[config.mk]
export PLATFORM = sky130hd
export DESIGN_NAME = aux_winner_filter
export DESIGN_NICKNAME = d
export VERILOG_FILES = /design/src/rtl/aux_winner_filter.sv
export SDC_FILE = /design/constraint.sdc
export NUM_CORES = 1
export LEC_CHECK = 0
export ABC_AREA = 1
export CORE_MARGIN = 2
export CORE_UTILIZATION = 56
export CTS_CLUSTER_SIZE = 30
export DETAILED_ROUTE_END_ITERATION = 6
export PLACE_DENSITY = 0.74
export SYNTH_ARGS = -nofsm -noshare
export SYNTH_HDL_FRONTEND = slang
export SYNTH_SLANG_ARGS = --single-unit
export TNS_END_PERCENT = 10
[constraint.sdc]
create_clock -name S_AXI_ACLK -period 3.8 [get_ports S_AXI_ACLK]
set_input_delay 0.38 -clock S_AXI_ACLK [delete_from_list [all_inputs] [get_ports S_AXI_ACLK]]
set_output_delay 0.38 -clock S_AXI_ACLK [all_outputs]
set_load 0.01 [all_outputs]
[src/rtl/aux_winner_filter.sv]
// aux_winner_filter
// Averages XADC AUX samples per channel, then picks the loudest channel with
// hysteresis and a consecutive-qualification filter before switching winner.
//
//   state  | meaning
//   -------+------------------------------------------------------------
//   IDLE   | accepting samples; waits for all four averages to be fresh
//   SCAN   | four cycles, running max over channels 0..3 (lowest wins ties)
//   DECIDE | one cycle, hysteresis test, stable counter, winner update
module aux_winner_filter #(
  parameter int DATA_W     = 12,
  parameter int AVG_LOG2   = 2,
  parameter int HYST       = 16,
  parameter int STABLE_CNT = 4
) (
  input  logic                  S_AXI_ACLK,
  input  logic                  S_AXI_ARESETN,
  input  logic                  sample_valid,
  input  logic [1:0]            sample_ch,
  input  logic [DATA_W-1:0]     sample_data,
  output logic                  sample_ready,
  output logic [4*DATA_W-1:0]   avg_aux,
  output logic [1:0]            network_output,
  output logic                  decision_valid,
  output logic                  winner_changed
);

  localparam int ACC_W = DATA_W + AVG_LOG2;
  localparam int CNT_W = AVG_LOG2 + 1;
  localparam int STB_W = $clog2(STABLE_CNT + 1);

  localparam logic [CNT_W-1:0]  LAST_CNT    = CNT_W'((1 << AVG_LOG2) - 1);
  localparam logic [DATA_W:0]   HYST_EXT    = (DATA_W + 1)'(HYST);
  localparam logic [STB_W-1:0]  STABLE_LAST = STB_W'(STABLE_CNT);

  typedef enum logic [1:0] {
    IDLE   = 2'd0,
    SCAN   = 2'd1,
    DECIDE = 2'd2
  } state_t;

  state_t            state;
  logic [ACC_W-1:0]  acc   [4];
  logic [CNT_W-1:0]  cnt   [4];
  logic [DATA_W-1:0] avg   [4];
  logic [3:0]        fresh;
  logic [1:0]        scan_idx;
  logic [1:0]        cand;
  logic [DATA_W-1:0] max_val;
  logic [STB_W-1:0]  stable;

  logic              accept;
  logic              last_sample;
  logic [ACC_W-1:0]  sum_in;
  logic [DATA_W:0]   thresh;
  logic              qualify;
  logic [STB_W-1:0]  stable_inc;

  // Samples are only taken while idle, so averages are frozen during SCAN
  // and DECIDE and the scan always sees the values present at SCAN start.
  assign sample_ready = (state == IDLE);
  assign accept       = sample_valid && sample_ready;
  assign sum_in       = acc[sample_ch] + ACC_W'(sample_data);
  assign last_sample  = (cnt[sample_ch] == LAST_CNT);

  // Threshold is one bit wider than a sample so a high winner cannot wrap.
  assign thresh     = {1'b0, avg[network_output]} + HYST_EXT;
  assign qualify    = (cand != network_output) && ({1'b0, avg[cand]} > thresh);
  assign stable_inc = stable + 1'b1;

  genvar g;
  generate
    for (g = 0; g < 4; g++) begin : g_avg_out
      assign avg_aux[g*DATA_W +: DATA_W] = avg[g];
    end
  endgenerate

  // Per-channel accumulate; the completing sample is folded into the average
  // directly so nothing is dropped when a block of samples finishes.
  always_ff @(posedge S_AXI_ACLK or negedge S_AXI_ARESETN) begin
    if (!S_AXI_ARESETN) begin
      for (int i = 0; i < 4; i++) begin
        acc[i] <= '0;
        cnt[i] <= '0;
        avg[i] <= '0;
      end
      fresh <= '0;
    end else begin
      if (state == DECIDE) begin
        fresh <= '0;
      end
      if (accept) begin
        if (last_sample) begin
          acc[sample_ch]   <= '0;
          cnt[sample_ch]   <= '0;
          avg[sample_ch]   <= DATA_W'(sum_in >> AVG_LOG2);
          fresh[sample_ch] <= 1'b1;
        end else begin
          acc[sample_ch] <= sum_in;
          cnt[sample_ch] <= cnt[sample_ch] + 1'b1;
        end
      end
    end
  end

  // Sequencer: scan for the max, then apply hysteresis and stability filter.
  always_ff @(posedge S_AXI_ACLK or negedge S_AXI_ARESETN) begin
    if (!S_AXI_ARESETN) begin
      state          <= IDLE;
      scan_idx       <= '0;
      cand           <= '0;
      max_val        <= '0;
      stable         <= '0;
      network_output <= '0;
      decision_valid <= 1'b0;
      winner_changed <= 1'b0;
    end else begin
      decision_valid <= 1'b0;
      winner_changed <= 1'b0;
      case (state)
        IDLE: begin
          if (fresh == 4'hF) begin
            state    <= SCAN;
            scan_idx <= '0;
          end
        end
        SCAN: begin
          // Strict greater-than keeps the lowest index on equal averages.
          if ((scan_idx == 2'd0) || (avg[scan_idx] > max_val)) begin
            cand    <= scan_idx;
            max_val <= avg[scan_idx];
          end
          scan_idx <= scan_idx + 2'd1;
          if (scan_idx == 2'd3) begin
            state <= DECIDE;
          end
        end
        DECIDE: begin
          decision_valid <= 1'b1;
          state          <= IDLE;
          // Counter tracks qualification only; a new challenger identity
          // does not restart it.
          if (qualify) begin
            if (stable_inc == STABLE_LAST) begin
              network_output <= cand;
              stable         <= '0;
              winner_changed <= 1'b1;
            end else begin
              stable <= stable_inc;
            end
          end else begin
            stable <= '0;
          end
        end
        default: state <= IDLE;
      endcase
    end
  end

endmodule

* Word level (Yosys, flattened, before mapping)
Index checks and enable logic that the tools add are counted.
W data, S select, Z words.
** Word-level totals
- Register bits after elaboration :: 145
- Input port bits :: 17
- Output and inout port bits :: 53
- Word-level logic and storage cells :: 108
** Operators by class
- $add $sub $neg :: 5
- Magnitude comparators :: 9
- Equality and inequality tests :: 9
- Muxes and demuxes :: 42
- Bitwise operators :: 9
- Reductions and logical operators :: 13
** Operator list (number)
- $mux W12 :: 8
- $bmux W12 S2 :: 3
- $and A56 B56 Y56 :: 1
- $bwmux W56 :: 1
- $mux W56 :: 1
- $not A56 Y56 :: 1
- $bwmux W48 :: 1
- $mux W14 :: 3
- $bmux W14 S2 :: 1
- $demux W14 S2 :: 1
- $demux W12 S2 :: 1
- $mux W3 :: 5
- $add A14 B12 Y14 :: 1
- $add A12 B5 Y13 const B :: 1
- $gt A12 B13 Y1 :: 1
- $and A12 B12 Y12 :: 1
- $bwmux W12 :: 1
- $ge A3 B3 Y1 const B :: 4
- $gt A12 B12 Y1 :: 1
- $mux W4 :: 3
- $not A12 Y12 :: 1
- $not A2 Y3 :: 4
- $pmux W2 S2 :: 2
- $reduce_and A2 Y1 :: 4
- other kinds (24) :: 36

* Depth between registers and ports, before layout
- Depth after elaboration :: 9
- Depth in mapped cells :: 23
- Depth with buffers taken out :: 20

* Least setup slack after synthesis
No wires, ideal clock.
- Path type :: reg2reg
- Start point :: reg network_output[0]
- End point :: reg network_output[0]
- Library setup time :: 0.117 ns
- Arrival time :: 2.605 ns
- Data required time :: 3.683 ns
- Path slack :: 1.078 ns
- Stages on the path, launching flop included :: 24
- Buffers on the path :: 3
- Clock period less this slack :: 2.722 ns
- Path through :: dfrtp_1 > buf_4 > inv_4 > buf_6 > buf_4 > nand2_1 > nand3_1 > nand2_1 > inv_1 > ha_1 > nand3_1 > xor2_1 > ha_1 > nand2_1 > nor2_1 > nand2_1 > nand2_1 > nand2_1 > nand2_1 > nand2_1 > nand2_1 > nand3_1 > nand2_1 > nand2_1
** Between the ends
- Longest elaborated chain between the ends :: 8
- Elaborated cells on any way between the ends :: 9
- Those cells by class :: add/sub (1); order compare (1); eq/ne (1); mux (3); bitwise (1); reduce/logical (2)
** RTL lines
- start, declared :: line 23 : output logic [1:0] network_output,
- start signal, assigned :: line 145 : network_output <= cand;
- $not A2 Y3 (implied by the code) :: line 67 : assign thresh = {1'b0, avg[network_output]} + HYST_EXT;
- $bmux W12 S2 :: line 67
- $mux W12 (implied by the code) (2 in a row) :: line 67
- $add A12 B5 Y13 :: line 67
- $gt A12 B13 Y1 :: line 68 : assign qualify = (cand != network_output) && ({1'b0, avg[cand]} > thresh);
- $logic_and A1 B1 Y1 * :: line 68
- $reduce_and A3 Y1 (no source line) *
Mark *: on every way between the ends. The rest lies on a longest branch, timed or not. The select of a mux whose other input is x is not followed.
A chain may end at the register's enable or synchronous reset.

* Worst setup path after layout
Same ends and word-level chain as after synthesis.

==> results.json <==
{
  "status": "finished, final reports clean",
  "avgSynthCellArea_sq_um": 7.66,
  "clkLatencyLatePin_ps": 420,
  "ios": 70,
  "synthAdderAreaFrac": 0.0659,
  "die_x_um": 127,
  "hold-worst-slack_ps": 16.7,
  "drv_cap": 0,
  "worstPathRequired_ps": 4110,
  "async_reset_ff_frac": 1.00,
  "synth_mux_area_frac": 0.00355,
  "cp.arrival_ps": 3510,
  "drv_slew": 0,
  "cts_num_sinks": 145,
  "post-route-period-util": 0.840,
  "crit_family": "simple AND/OR/NAND/NOR gates",
  "grt_pass1_wl_um": 37700,
  "synth_edf_count": 0,
  "dp_hpwl_um": 16600,
  "worst_slew_pin_slew_ps": 850,
  "yosys.area_share.simple": 0.239,
  "placed_area_sq_um": 9330,
  "syn_to_final_growth_pct": 16.9,
  "worst_path_max_delay_cell": "dfrtp_1",
  "rsz0062_at_grt": "false",
  "yosysTopAreaCellShare": 0.429,
  "tns_ps": 0,
  "hp-class": "input port to asynchronous set/reset pin",
  "cts_buffers": 17,
  "cts_htree_levels": 4,
  "grt_max_degree": 92,
  "cts_setup_buffers": 0,
  "wirelength_um": 23300,
  "final_cell_mix": "312 x nand2_1, 145 x dfrtp_1, 125 x o21ai_0",
  "path_class": "flip-flop to flip-flop",
  "maxSlewHeadroom": 0.433,
  "final_area_sq_um": 9890,
  "setup_viol": 0,
  "synth_top_family_by_area": "simple AND/OR/NAND/NOR gates",
  "fmax_mhz": 313,
  "layout-drive-gt1-share": 0.0746,
  "overflow": 0,
  "p_leak_nw": 4.85,
  "detail-route-antenna-nets": 0,
  "die_area_sq_um": 16100,
  "grt_pass1_vias": 7277,
  "coreArea_sq_um": 14600,
  "clk_pin_slew_ps": 60,
  "final_common_cell": "nand2_1",
  "final_nets": 1229,
  "period_needed_ps": 3190,
  "port_buffers": 69,
  "synthXorXnorAreaFrac": 0.0164,
  "num_rows": 44,
  "path_cells": "buf_4 -> nand2_1 -> nand3_1 -> nand2_1 -> inv_1 -> ha_1 -> nand3_1 -> xor2_1 -> ha_1 -> nand2_1 -> nor2_1 -> nand2_1 -> nand2_1 -> nand2_1 -> nand2_1 -> nand2_1 -> nand2_1 -> nand3_1 -> nand2_1 -> nand2_1",
  "drc": 0,
  "vias": 7758,
  "synth-compound-area-share": 0.169,
  "cts_hold_buf": 0,
  "cts_resized": 0,
  "synth_top_cells_by_area": "dfrtp_1 43%, nand2_1 14%, o21ai_0 7.4%",
  "drt_iter0_drc": 794,
  "place_congestion": 0.919,
  "antennaDiodeCount": 0,
  "ys.flop_type": "dfrtp_1",
  "end_kind": "flip-flop",
  "synth-seq-cells": 145,
  "ys_types": 48,
  "groute.usage.overall": 0.299,
  "final_hold_viol_count": 0,
  "ctsRootBufferMaster": "clkbuf_16",
  "die_h_um": 127,
  "crit_top_cell": "nand2_1",
  "critPathMaxFanout": 16,
  "ys_warn_count": 0,
  "drt_first_pass_iters": 5,
  "setup_ws_ps": 608,
  "critPathMaxStageDelay_ps": 620,
  "synth_area_leader_cell": "dfrtp_1",
  "grt_antenna_before_repair": 0,
  "syn-cell-area_sq_um": 8460,
  "synth_cells": 1105,
  "initial_utilization": 0.578,
  "syn_nets": 1166,
  "cts.path.max_buffers": 2,
  "ys_seq_area_frac": 0.429,
  "worst-path-buf-inv": 2,
  "ir_drop_mv": 0.490,
  "place_ws_ps": 223,
  "power_density_nw_per_um2": 879,
  "cts_tree": "built",
  "routed_via_density": 5.69,
  "wl_per_cell_um": 17.1,
  "clock_skew_ps": 7.21,
  "start_kind": "flip-flop"
}
## area by class of cell
| cell class | instances | area, sq um |
|---|---|---|
| fillers | 1227 | 4750 |
| clock inverters | 11 | 108 |
| clock buffers | 19 | 453 |
| multi-input cells | 801 | 4180 |
| repair buffers | 90 | 862 |
| flip-flops and latches | 145 | 3630 |
| inverters | 113 | 432 |
| well taps | 184 | 230 |
## sequential cells by signal (all words and copies together), names as in the netlist, 3 cells and up
register  cells
acc          56
avg_aux      48
cnt          12
max_val      12
fresh         4
stable        3
## path summary, 6_finish.rpt
| path | from | end | slack [ps] | cells after the start |
|---|---|---|---|---|
| max | network_output[0]$_DFFE_PN0P_ | network_output[0]$_DFFE_PN0P_ | 610 | 20 |
| min | S_AXI_ARESETN | max_val[11]$_DFFE_PN0P_ | 20 | 1 |
| max reg2reg | network_output[0]$_DFFE_PN0P_ | network_output[0]$_DFFE_PN0P_ | 610 | 20 |
| min reg2reg | max_val[7]$_DFFE_PN0P_ | max_val[7]$_DFFE_PN0P_ | 470 | 2 |
| max in group asynchronous | S_AXI_ARESETN | acc[40]$_DFFE_PN0P_ | 2940 | 2 |
| min in group S_AXI_ACLK | max_val[7]$_DFFE_PN0P_ | max_val[7]$_DFFE_PN0P_ | 470 | 2 |
## power by group
group | switching, mW | total [mW] | internal [mW]
clock network | 0.660 | 1.59 | 0.932
logic | 2.59 | 4.31 | 1.72
registers | 0.583 | 2.79 | 2.21
total | 3.84 | 8.70 | 4.86
## cells by family after synthesis
group,count (synthesis)
simple gates,483
compound gates,256
buf+inv,159
flops,145
fa+ha+maj,44
xor+xnor,15
mux,3
## through the flow
stage	power, mW	util	cells
floorplan	5.42	-	1105
global placement	6.97	0.637	1333
detailed placement	7.04	0.637	1333
CTS	8.67	0.676	1363
global route	9.38	0.676	1363
finish	8.70	0.676	1363
## worst reg2reg max path, cell delays in order, from the launching register on
cell and delay, ps:
dfrtp_1 620, buf_4 310, nand2_1 80, nand3_1 80, nand2_1 120, inv_1 110, ha_1 260, nand3_1 130
xor2_1 160, ha_1 310, nand2_1 80, nor2_1 110, nand2_1 60, nand2_1 60, nand2_1 40, nand2_1 60
nand2_1 50, nand2_1 140, nand3_1 150, nand2_1 90, nand2_1 60
## cell usage after synthesis (2+ instances only)
| cell | count |
|---|---|
| a21boi_1 | 2 |
| a21oi_1 | 55 |
| a221oi_1 | 2 |
| a22oi_1 | 18 |
| a32o_1 | 3 |
| buf_1 | 5 |
| buf_2 | 11 |
| buf_4 | 6 |
| buf_6 | 2 |
| clkbuf_1 | 22 |
| clkinv_1 | 2 |
| dfrtp_1 | 145 |
| ha_1 | 43 |
| inv_1 | 97 |
| inv_2 | 12 |
| mux2i_1 | 3 |
| nand2_1 | 312 |
| nand2_2 | 2 |
| nand3_1 | 59 |
| nand4_1 | 7 |
| nor2_1 | 81 |
| nor2_2 | 6 |
| nor2_4 | 4 |
| nor2_8 | 2 |
| nor3_1 | 2 |
| o21a_1 | 8 |
| o21ai_0 | 125 |
| o21ai_1 | 13 |
| o221ai_1 | 5 |
| o22ai_1 | 19 |
| or2_2 | 3 |
| xnor2_1 | 6 |
| xor2_1 | 8 |
## metal layers
metal / vias up / wire [um] / GRT usage
li1: 3771 / - / -
met1: 3612 / 10000 / 0.404
met5: - / 0 / 0
met2: 323 / 11000 / 0.484
met3: 52 / 1490 / 0.0561
met4: 0 / 786 / 0.113
Power figures use the tool's default switching activity.
